## src/rtl/accel_bus_arbiter.sv

```systemverilog
// Round-robin arbiter that time-shares the accelerometer SCLK/CS pins between the
// I2C and SPI masters, with a parked guard interval between owners and a hold watchdog.
module accel_bus_arbiter #(
  parameter int GUARD_CYCLES   = 8,
  parameter int TIMEOUT_CYCLES = 50000
) (
  input  logic clk_50,
  input  logic reset,
  input  logic i2c_req,
  input  logic spi_req,
  input  logic i2c_scl_in,
  input  logic spi_sclk_in,
  input  logic spi_cs_n_in,
  input  logic timeout_clr,
  output logic i2c_gnt,
  output logic spi_gnt,
  output logic bus_sclk,
  output logic gsensor_cs_n,
  output logic busy,
  output logic timeout_flag
);

  typedef enum logic [1:0] {
    IDLE    = 2'd0,
    GNT_I2C = 2'd1,
    GNT_SPI = 2'd2,
    GUARD   = 2'd3
  } state_t;

  localparam logic [7:0]  GUARD_LAST = 8'(GUARD_CYCLES - 1);
  localparam logic [19:0] HOLD_LAST  = 20'(TIMEOUT_CYCLES - 1);

  state_t      state_reg;
  logic        last_owner_reg;  // 0 = I2C, 1 = SPI
  logic [7:0]  guard_cnt_reg;
  logic [19:0] hold_cnt_reg;
  logic        timeout_flag_reg;
  logic [1:0]  mask_reg;
  logic [1:0]  req;
  logic [1:0]  req_eff;
  logic [1:0]  owns;
  logic [1:0]  mask_set;
  logic        owner_req;
  logic        hold_expired;

  assign req          = {spi_req, i2c_req};
  assign owns         = {state_reg == GNT_SPI, state_reg == GNT_I2C};
  assign owner_req    = |(owns & req);
  assign hold_expired = (hold_cnt_reg == HOLD_LAST);

  // Index 0 is the I2C requester, index 1 the SPI requester.
  generate
    for (genvar gi = 0; gi < 2; gi++) begin : g_req
      assign req_eff[gi]  = req[gi] & ~mask_reg[gi];
      assign mask_set[gi] = owns[gi] & req[gi] & hold_expired;

      // A timed-out owner stays locked out until it drops its request once.
      always_ff @(posedge clk_50) begin
        if (reset) begin
          mask_reg[gi] <= 1'b0;
        end else if (!req[gi]) begin
          mask_reg[gi] <= 1'b0;
        end else if (mask_set[gi]) begin
          mask_reg[gi] <= 1'b1;
        end
      end
    end
  endgenerate

  always_ff @(posedge clk_50) begin
    if (reset) begin
      state_reg        <= IDLE;
      last_owner_reg   <= 1'b1;
      guard_cnt_reg    <= 8'd0;
      hold_cnt_reg     <= 20'd0;
      timeout_flag_reg <= 1'b0;
    end else begin
      case (state_reg)
        IDLE: begin
          // On a tie the requester that did not own the bus last wins.
          if (req_eff[0] && (!req_eff[1] || last_owner_reg)) begin
            state_reg      <= GNT_I2C;
            last_owner_reg <= 1'b0;
            hold_cnt_reg   <= 20'd0;
          end else if (req_eff[1]) begin
            state_reg      <= GNT_SPI;
            last_owner_reg <= 1'b1;
            hold_cnt_reg   <= 20'd0;
          end
        end
        GNT_I2C, GNT_SPI: begin
          if (!owner_req || hold_expired) begin
            state_reg     <= GUARD;
            guard_cnt_reg <= 8'd0;
          end else begin
            hold_cnt_reg <= hold_cnt_reg + 20'd1;
          end
        end
        GUARD: begin
          if (guard_cnt_reg == GUARD_LAST) begin
            state_reg <= IDLE;
          end else begin
            guard_cnt_reg <= guard_cnt_reg + 8'd1;
          end
        end
        default: state_reg <= IDLE;
      endcase

      if (|mask_set) begin
        timeout_flag_reg <= 1'b1;
      end else if (timeout_clr) begin
        timeout_flag_reg <= 1'b0;
      end
    end
  end

  assign i2c_gnt      = owns[0];
  assign spi_gnt      = owns[1];
  assign busy         = (state_reg != IDLE);
  assign timeout_flag = timeout_flag_reg;

  // Pins idle high; CS stays high under I2C so the sensor remains in I2C mode.
  always_comb begin
    bus_sclk     = 1'b1;
    gsensor_cs_n = 1'b1;
    case (state_reg)
      GNT_I2C: bus_sclk = i2c_scl_in;
      GNT_SPI: begin
        bus_sclk     = spi_sclk_in;
        gsensor_cs_n = spi_cs_n_in;
      end
      default: ;
    endcase
  end

endmodule

```

## config.mk

```make
export PLATFORM = sky130hd
export DESIGN_NAME = accel_bus_arbiter
export DESIGN_NICKNAME = d
export VERILOG_FILES = /design/src/rtl/accel_bus_arbiter.sv
export SDC_FILE = /design/constraint.sdc
export NUM_CORES = 1
export LEC_CHECK = 0
export CELL_PAD_IN_SITES_DETAIL_PLACEMENT = 0
export CELL_PAD_IN_SITES_GLOBAL_PLACEMENT = 1
export CORE_UTILIZATION = 44
export CTS_CLUSTER_SIZE = 14
export DETAILED_ROUTE_END_ITERATION = 8
export PLACE_DENSITY_LB_ADDON = 0.15
export SYNTH_ARGS = -nofsm -noshare
export SYNTH_HDL_FRONTEND = slang
export SYNTH_SLANG_ARGS = --single-unit
```

## constraint.sdc

```tcl
create_clock -name clk_50 -period 2.55 [get_ports clk_50]
set_input_delay 0.51 -clock clk_50 [delete_from_list [all_inputs] [get_ports clk_50]]
set_output_delay 0.51 -clock clk_50 [all_outputs]
set_load 0.005 [all_outputs]
```

Word-level counts from Yosys, hierarchy flattened
Cells that the tools add are included.
{ "totals": {"ff_bits": 34, "out_inout_bits": 6} }
{ "classes": {"add_sub_neg": 2, "eq_ne": 10, "muxes": 18, "bitwise": 11, "reduce_logical": 20} }
{ "op_table": {"columns": ["op", "count"], "rows": [
  ["$mux 20", 3],
  ["$pmux 20 s2", 1],
  ["$add 20x1->20 const B", 1],
  ["$eq 20x16->1 const B", 1],
  ["$mux 8", 2],
  ["$pmux 8 s2", 1],
  ["$reduce_bool 2->1", 5],
  ["$reduce_or 2->1", 5],
  ["$reduce_and 3->1", 3],
  ["$add 8x1->8 const B", 1],
  ["$eq 8x3->1 const B", 1],
  ["$mux 2", 4],
  ["$ne 2x2->1 const B", 4],
  ["$and 1x1->1", 6],
  ["$pmux 2 s3", 1],
  ["$mux 1", 5],
  ["$eq 2x2->1 const B", 2],
  ["$not 1->1", 4],
  ["$ne 3x3->1 const B", 1],
  ["$and 2x2->2", 1],
  ["$eq 2x1->1 const B", 1],
  ["$logic_not 1->1", 2],
  ["$logic_not 2->1", 1],
  ["$logic_or 1x1->1", 2],
  ["other kinds (3)", 3]
]} }

Longest topological paths before layout
Gate-level depths: netlist of run 1.
{ "logic_depth": {"ltp_word": 7, "mapped_depth": 9, "depth_no_buf": 7} }

Worst setup path after synthesis of run 1
Ideal clock, no wire load.
{ "synth_timing": {"path_type": "register -> register", "start": "register state_reg[0]", "end": "register hold_cnt_reg[15]", "arrival_ps": 2014, "t_required_ps": 2476, "path_slack_ps": 462, "path_stages_with_launch": 9, "n_path_buf": 1, "cell_sequence": "dfxtp_1 -> inv_1 -> ha_1 -> inv_1 -> a311o_1 -> a21oi_1 -> clkbuf_1 -> or4b_1 -> o21ai_0"} }
{ "synth_via": {"elab_chain_cells": 7, "elab_cells_between_ends": 13, "cone_classes": "eq/ne: 4; mux: 1; bitwise: 1; reduce/logical: 7"} }
{ "synth_rtl": {"columns": ["element", "line_no", "text"], "rows": [
  ["from (decl)", "33", "state_t state_reg;"],
  ["from (signal assigned)", "72", "state_reg <= IDLE;"],
  ["from (signal assigned)", "82", "state_reg <= GNT_I2C;"],
  ["from (signal assigned)", "86", "state_reg <= GNT_SPI;"],
  ["$eq 2x1->1 or $eq 2x2->1 (tied branches)", "47, 78", null],
  ["$and 2x2->2", "48", "assign owner_req = |(owns & req);"],
  ["$reduce_or 2->1", "48", null],
  ["$logic_not 1->1", "92", "if (!owner_req || hold_expired) begin"],
  ["$logic_or 1x1->1", "92", null],
  ["$ne 2x2->1 (no line)", null, null],
  ["$reduce_and 3->1 (no line)", null, null],
  ["to (signal assigned)", "96", "hold_cnt_reg <= hold_cnt_reg + 20'd1;"],
  ["to (decl)", "36", "logic [19:0] hold_cnt_reg;"]
]} }
Several ways; a longest one is shown, not always the timed one.
A chain may end at the register's enable or synchronous reset.

Worst setup path in the final report of run 1
{ "layout_timing": {"start": "register state_reg[0]", "end": "output port bus_sclk"} }
{ "layout_via": {"elab_chain_cells": 2, "elab_cells_between_ends": 3, "cone_classes": "eq/ne: 2; mux: 1"} }
{ "layout_rtl": {"columns": ["element", "line_no", "text"], "rows": [
  ["$eq 2x2->1 or $eq 2x1->1 (tied branches)", "126", "case (state_reg)"],
  ["$pmux 1 s2 *", "126", null],
  ["to (decl)", "17", "output logic bus_sclk,"]
]} }
Every way passes the cells marked *; elsewhere a longest branch is shown, timed or not.

==> results of run 1 <==
worst min-delay path by stage:
| stage | startpoint | end | slack (ns) | depth (start not counted) |
|---|---|---|---|---|
| after floorplan | hold_cnt_reg[13] | hold_cnt_reg[13] | 0.45 | 1 |
| after global placement | guard_cnt_reg[1] | guard_cnt_reg[1] | 0.47 | 2 |
| after detailed placement | hold_cnt_reg[15] | hold_cnt_reg[15] | 0.48 | 2 |
| after CTS | hold_cnt_reg[15] | hold_cnt_reg[15] | 0.49 | 2 |
| after global routing | hold_cnt_reg[13] | hold_cnt_reg[13] | 0.53 | 1 |
| final | hold_cnt_reg[15] | hold_cnt_reg[15] | 0.49 | 2 |
worst max-delay path: stages (launching register included):
cell	delay, ns
dfxtp_1	0.38
inv_1	0.11
ha_4	0.30
inv_1	0.10
a221o_1	0.27
clkdlybuf4s50_1	0.45
power by group:
group          leakage, nW  total, mW  internal (mW)  switching (mW)
clock               0.0482      0.430          0.218           0.212
sequential           0.275      0.575          0.555          0.0198
combinational        0.516       1.12          0.460           0.659
layout make-up:
cell class                      count  area share [%]
Clock buffer                        7            3.61
Inverter                            9            1.41
Multi-Input combinational cell    199            53.7
Timing Repair Buffer               27            9.84
Clock inverter                      1           0.209
Sequential cell                    34            28.5
Tap cell                           52            2.72
metal layers:
| metal | GRT usage, % | vias up | routed length (um) |
|---|---|---|---|
| met2 | 36.5 | 39 | 2420 |
| met4 | 8.00 | 0 | 65 |
| li1 | - | 1016 | - |
| met1 | 34.2 | 983 | 2690 |
| met3 | 3.75 | 8 | 185 |
| met5 | 0 | - | 0 |
cells by family after synthesis:
kind of cell             share of synthesized area (%)
adder cells (fa/ha/maj)                           3.68
AND/OR/NAND/NOR                                   33.9
flip-flops                                        33.4
buffers and inverters                             4.29
AO/OA/AOI/OAI                                     24.8
cell usage after synthesis, drive strengths merged (5+ instances only):
library cell / count
dfxtp: 34
nand2: 24
nand3: 19
o21ai: 18
nor2: 17
a21oi: 16
clkbuf: 10
inv: 9
nor4: 9
a31oi: 6
and2: 6
and3: 6
ha: 6
or4: 6
nand2b: 5
nand4: 5
nor3: 5
stage by stage:
stage          util [%]  power, mW  cells  hold WS (ns)  instance area, um2
4_1_cts            53.9       2.09    329         0.491                2380
3_3_place_gp       51.8       1.66    321         0.473                2290
3_5_place_dp       51.8       1.67    321         0.485                2290
6_report           54.1       2.12    329         0.488                2390
2_1_floorplan         -       1.25    254         0.450                2040
5_1_grt            54.1       2.27    329         0.529                2390
==> out/summary.md, run 1 <==
TritonCTS built the clock tree. At the pin with the least slew margin, the transition time is 0.550 ns. In this run the worst hold path is classified as flop to flop. The first routing iteration left 183 violations. The count of input and output buffers is 13. For this design, the sink count on the clock tree is 34. For the worst-skew pair, the clock arrives at the later sink with an insertion delay of 0.29 ns. For the worst setup path, the data required time is 2.04 ns. Setup repair after global routing left no endpoint under its margin. The register with the most flip-flops in the layout has 20 of them. The post-route fraction of the period consumed by the critical path works out to 94.0%. Of all nets on the critical path, the largest fanout is 5. After clock tree synthesis, the clock-pin slew on the worst setup and hold paths is 0.07 ns. After legalization and detailed placement, the total HPWL measured 3890 um.

The startpoint identified for the worst register-to-register timing path is state_reg[0]. The logs give 0 for the initial antenna violation count and 24 for the total number of placement rows. From left edge to right edge, the die measures 70.1 um. Worst reg-to-reg path cell count: 8.

The post-synthesis async set-or-reset flop share works out to 0%. The die height works out to 70.1 um. The count of unresolved DRC violations after routing came out at 0.

In this run the standard cell core region covers 4410 um2. The tools report the cell chosen for the clock root as clkbuf_8. The worst ir drop on vdd was 350 uV; the largest buffer count on any clock path was 2. For this run, the number of Yosys warnings is 0. Endpoint of the most critical register-to-register path: hold_cnt_reg[15].

Slack of the worst reg-to-reg path: 0.32 ns. The logs give 417 MHz for the highest clock frequency the design can meet and 0 for the aggregate global routing overflow. The run finished with clean final reports. After the last flow step, the layout net total stands at 290. After detailed routing, the average wire length per cell comes to 16.3 um.

The pin count of the biggest net entering global routing was 15. Power spread over the standard cell area amounts to 889 nW/um2. Part of the Yosys area used for sequential elements: 33.4%. Flip-flop and latch count after synthesis: 34. The depth of the CTS H-tree is 2, and the arrival time reported for the critical path endpoint is 1.89 ns. The number of enable flip-flop cells after synthesis was 0. For this run, the detailed router's first-pass iteration total came to 4. The count of instances resized after the clock tree is built was 0. The tools report the post-synth net total as 268. The launching instance or port of the critical path is state_reg[0]. Once detail routing completed, the nets flagged for antenna violations numbered 0. The worst path needs 2.40 ns of the cycle, external delays included. Synthesis handed over a netlist of 254 instances.

Of the post-synthesis cell area, the dominant cell type holds 33.4%. The capture point of the worst path was bus_sclk. The total of max-cap violations is 0. The number of pins exceeding their max-slew limit in the final report was 0; the initial core utilization was 46.2%. In the final layout, the share of cells above drive strength 1 is 11.9%. The clock arrives with 0.00388 ns of skew.

The tools report the total area of sequential cells as 681 um2. In the layout the commonest cells are dfxtp_1 (34), nand2_1 (24), nand3_1 (18), nor2_1 (17), o21ai_0 (17). Post-detailed-route via-to-cell ratio: 6.22. The library cell occupying the most area in the post-synthesis netlist is dfxtp_1. Measured against its own limit, the worst slew margin works out to 63.0%. Counting distinct cell types in the post-synthesis netlist gives 51. The tools report the antenna cell count as 0. Yosys attributes the largest share of cell area to dfxtp_1 (33%), nand3_1 (4.4%), nand2_1 (4.4%), o21ai_0 (4.2%), a21oi_1 (3.9%). In this run the count of I/O pins placed on the die edge is 14. The category of the most critical setup path was flop to primary output. The total of hold buffers inserted after clock tree synthesis is 0, and the via count of the first global-routing pass is 1892. The routed layout has 2046 vias. The run gives 23.9% as the total track usage.

The post-layout worst setup margin is 0.152 ns. For the detailed-route wire length, the log shows 5350 um. The most frequently used flop master after synthesis is dfxtp_1.

The run gives 4910 um2 as the overall die area. Post-CTS repair timing setup buffer count: 0. The startpoint type of the worst setup path is a flop. The leading cell type in the layout, fill and taps excluded was dfxtp_1.

A synthesized cell averages 8.03 um2. Timing analysis after detailed placement gives a worst setup slack of 0.0573 ns. Setup violations remaining at the end of the flow were counted as 0. The worst setup path is captured at a primary output. The run gives 0 as the count of endpoints failing hold in the final timing report. The area growth from synthesis to layout came out at 17.2%. Setup total negative slack on the finished layout was measured at 0 ns. In the final layout, the multi-input gates occupy 1280 um2.

The analysis attributes to cell leakage a power of 0.839 nW. The number of buffers added by the clock tree synthesis step was 5. After filler insertion, the fill cell instance count of the layout stands at 422. The placer's final routability congestion estimate is 0.828, and the wire length of the first global-routing pass is 9380 um.

The tools report the post-synthesis instance area as 2040 um2.
Note: power is estimated with default switching activity, not from simulation.
==> run 2, diff against run 1 <==
--- a/config.mk
+++ b/config.mk
@@ -7,6 +7,7 @@
 export LEC_CHECK = 0
 export CELL_PAD_IN_SITES_DETAIL_PLACEMENT = 0
 export CELL_PAD_IN_SITES_GLOBAL_PLACEMENT = 1
+export CORE_MARGIN = 8
 export CORE_UTILIZATION = 44
 export CTS_CLUSTER_SIZE = 14
 export DETAILED_ROUTE_END_ITERATION = 8
==> run 2 against run 1 <==
Compared with the run above: clock-buffer cell count increased by 1; die area increased by 44%; sequential cell count unchanged; sequential share of layout area decreased by 0.13 points; register-to-register slack improved by 0.04 ns; total power increased by 1.1%; final cell count decreased by 0.30%; combinational power about the same; setup slack got worse by 0.035 ns; cell area increased by 0.47%; critical path depth unchanged; critical path type unchanged; largest cell class unchanged; largest power group unchanged; highest routed layer unchanged.
==> out/summary.md, run 2 (same netlist as run 1, synthesis figures left out) <==
Flip-flop count of the largest register after layout: 20. The number of buffers added by the clock tree synthesis step is 5. For the worst setup path, the data required time is 2.04 ns. Broken down by cell family, the worst path's largest delay share belongs to buffers and inverters.

The final layout contains routed wiring with a total length of 5340 um. Setup repair after global routing left no endpoint under its margin. The proportion of layout cells with a drive suffix above 1 is 11.6%. The count of instances resized after the clock tree is built was 0. For the aggregate global routing overflow, the log shows 0. The power per cell area was 894 nW/um2; the average wire per standard cell was 16.3 um. In this run the standard cell core region covers 4410 um2. The arrival time reported for the critical path endpoint was 1.92 ns; the maximum net fanout on the critical path was 4. Counting stages on the worst path, the most repeated cell is inv_1.

Of the total power, the share spent switching nets is 40.9%. The die is 84.1 um tall. The initial antenna violation count is 0, and the final critical path time including I/O delays and setup is 2.43 ns. The antenna cell count was 0; the static power due to leakage was 0.848 nW. The count of unresolved DRC violations after routing is 0.

The wire length of the first global-routing pass is 9110 um, and the final cell count without fillers is 328. For this configuration, the core starts out at a cell density of 46.2%. For met3 alone, demand over resource in global routing was 3.71%. The number of placed instances, taps included, is 320. The longest individual stage delay on the worst path works out to 0.45 ns. The final route contains 2013 vias.

For this design, the slowest cell found on the critical path is clkdlybuf4s50_1. The internal power of the cells totals 1.27 mW. The number of pins exceeding their max-slew limit in the final report is 0.

The tool flagged a number of max-cap violations equal to 0. The count of final setup violators was 0. For the pin with the worst max-slew slack, the measured transition is 0.477 ns. The floorplan step defined a die boundary enclosing 7070 um2. The tree is rooted in a clkbuf_8.

The post-detailed-route via-to-cell ratio is 6.14, and the worst hold slack across all endpoints is 0.496 ns. The category of the most critical setup path is flop to primary output. In the layout the commonest cells are dfxtp_1 (34), nand2_1 (24), nand3_1 (18), nor2_1 (17), o21ai_0 (17). TritonCTS built the clock tree. The number of detailed-route iterations in the first pass is 4, and the met1 capacity usage during global routing is 20.9%. The setup check on the worst reg-to-reg path leaves a slack of 0.36 ns. The tools report the depth of the CTS H-tree as 2.

Between clock sinks in the finished design, the worst skew comes to 0.00705 ns. The HPWL after detailed placement is 3740 um. For the worst slew slack as a fraction of its limit, the log shows 68.0%. The path class of the tightest hold or removal check is flop to flop. After floorplanning, the core was divided into 24 placement rows.

Clock-pin slew was measured on the worst setup and hold paths at 0.07 ns. The total I/O pin count was 14; the switching power was 0.878 mW. Counting both buffers and inverters, the worst setup path holds a total of 3. The global routing stage identified its most utilized layer as met2. The run gives 289 as the final layout net count. Entering global routing, the biggest net connects 35 pins. The via count of the first global-routing pass came out at 1909. Core occupancy in the finished layout: 54.4%.

The flow ran to the end, and the final reports show no timing, DRC or antenna violations. The run gives 2 as the largest buffer count on any clock path. The library cell used most frequently in the layout, excluding fill and tap cells, is dfxtp_1. The nature of the critical path endpoint was a primary output. The critical path goes through inv_1 > ha_1 > inv_1 > a221o_1 > clkdlybuf4s50_1. In this run the horizontal extent of the chip is 84.1 um.

The startpoint type of the worst setup path was a flop. Count of endpoints failing hold in the final timing report: 0. The number of hold buffers added after CTS was 0. Based on the critical path, the design can be clocked at up to 411 MHz. Global routing consumed, on the met2 layer, 23.0% of the routing resources. The run gives 2.15 mW as the sum of internal, switching and leakage power. From synthesis to final layout, the design area changed by 17.7%. The post-CTS repair timing setup buffer count is 0. For this design, the sink count on the clock tree is 34.

The count of input and output buffers was 13; the clock insertion delay at the later pin of the skew report was 0.29 ns. The aggregate negative setup slack is 0 ns. Global routing used 15.4% of the available tracks. The clock network fraction of total power is 22.2%. The tools report the antenna violation net count after detailed routing as 0.

Of the total power, registers draw 26.8%. Dividing the final minimum period by the clock period gives 95.4%. The part of the total power dissipated in combinational logic is 51.0%, and the placer's final routability congestion estimate is 0.812.

The worst-case IR drop observed on VDD is 351 uV. In this run, the number of DRC markers left after iteration 0 of detailed routing was 132.
[run 2: cell types whose count changed in the layout (fill, tap and decap cells not counted)]
cell      previous run  this run
clkbuf_1             1         0
buf_4               14        12
ha_1                 5         6
clkinv_2             1         0
buf_12               0         1
ha_4                 1         0
clkbuf_8             6         8
[run 2: worst reg2reg max path, delay by kind of cell, from the launching register on]
family                     cells  cell delay (ns)
AOI/OAI and AO/OA              3             0.55
adders and majority gates      1             0.36
buffers and inverters          3             0.38
DFF                            1             0.39
and+or+nand+nor                1             0.44
[run 2: layout make-up]
type | instances | area, um2
Timing Repair Buffer | 26 | 240
Inverter | 9 | 33.8
Fill cell | 441 | 2010
Clock buffer | 8 | 110
Tap cell | 52 | 65.1
Sequential cell | 34 | 681
Multi-Input combinational cell | 199 | 1270
[run 2: power by group through the flow]
stage	sequential [mW]	clock [mW]	combinational, mW
final	0.576	0.476	1.10
after detailed placement	0.588	0	1.09
after global placement	0.588	0	1.10
after floorplan	0.583	0	0.665
after global routing	0.580	0.505	1.22
after CTS	0.576	0.484	1.09
[run 2: metal layers]
layer | share of wire [%] | vias to the layer above
met5 | 0 | -
met4 | 0.99 | 0
met3 | 4.8 | 8
met2 | 44 | 39
met1 | 50 | 958
li1 | - | 1008
[run 2: path summary, 6_finish.rpt]
path / from / to / depth (start not counted)
min: guard_cnt_reg[1] / guard_cnt_reg[1] / 2
min reg2reg: guard_cnt_reg[1] / guard_cnt_reg[1] / 2
max reg2reg: state_reg[0] / hold_cnt_reg[15] / 8
max: state_reg[0] / bus_sclk / 5
[run 2: per-stage QoR]
| step | setup WS [ns] | instance area [um2] |
|---|---|---|
| finish | 0.118 | 2400 |
| detailed placement | 0.0784 | 2290 |
| floorplan | 0.462 | 2040 |
| global route | 0.00477 | 2400 |
| CTS | 0.101 | 2400 |
| global placement | 0.139 | 2290 |
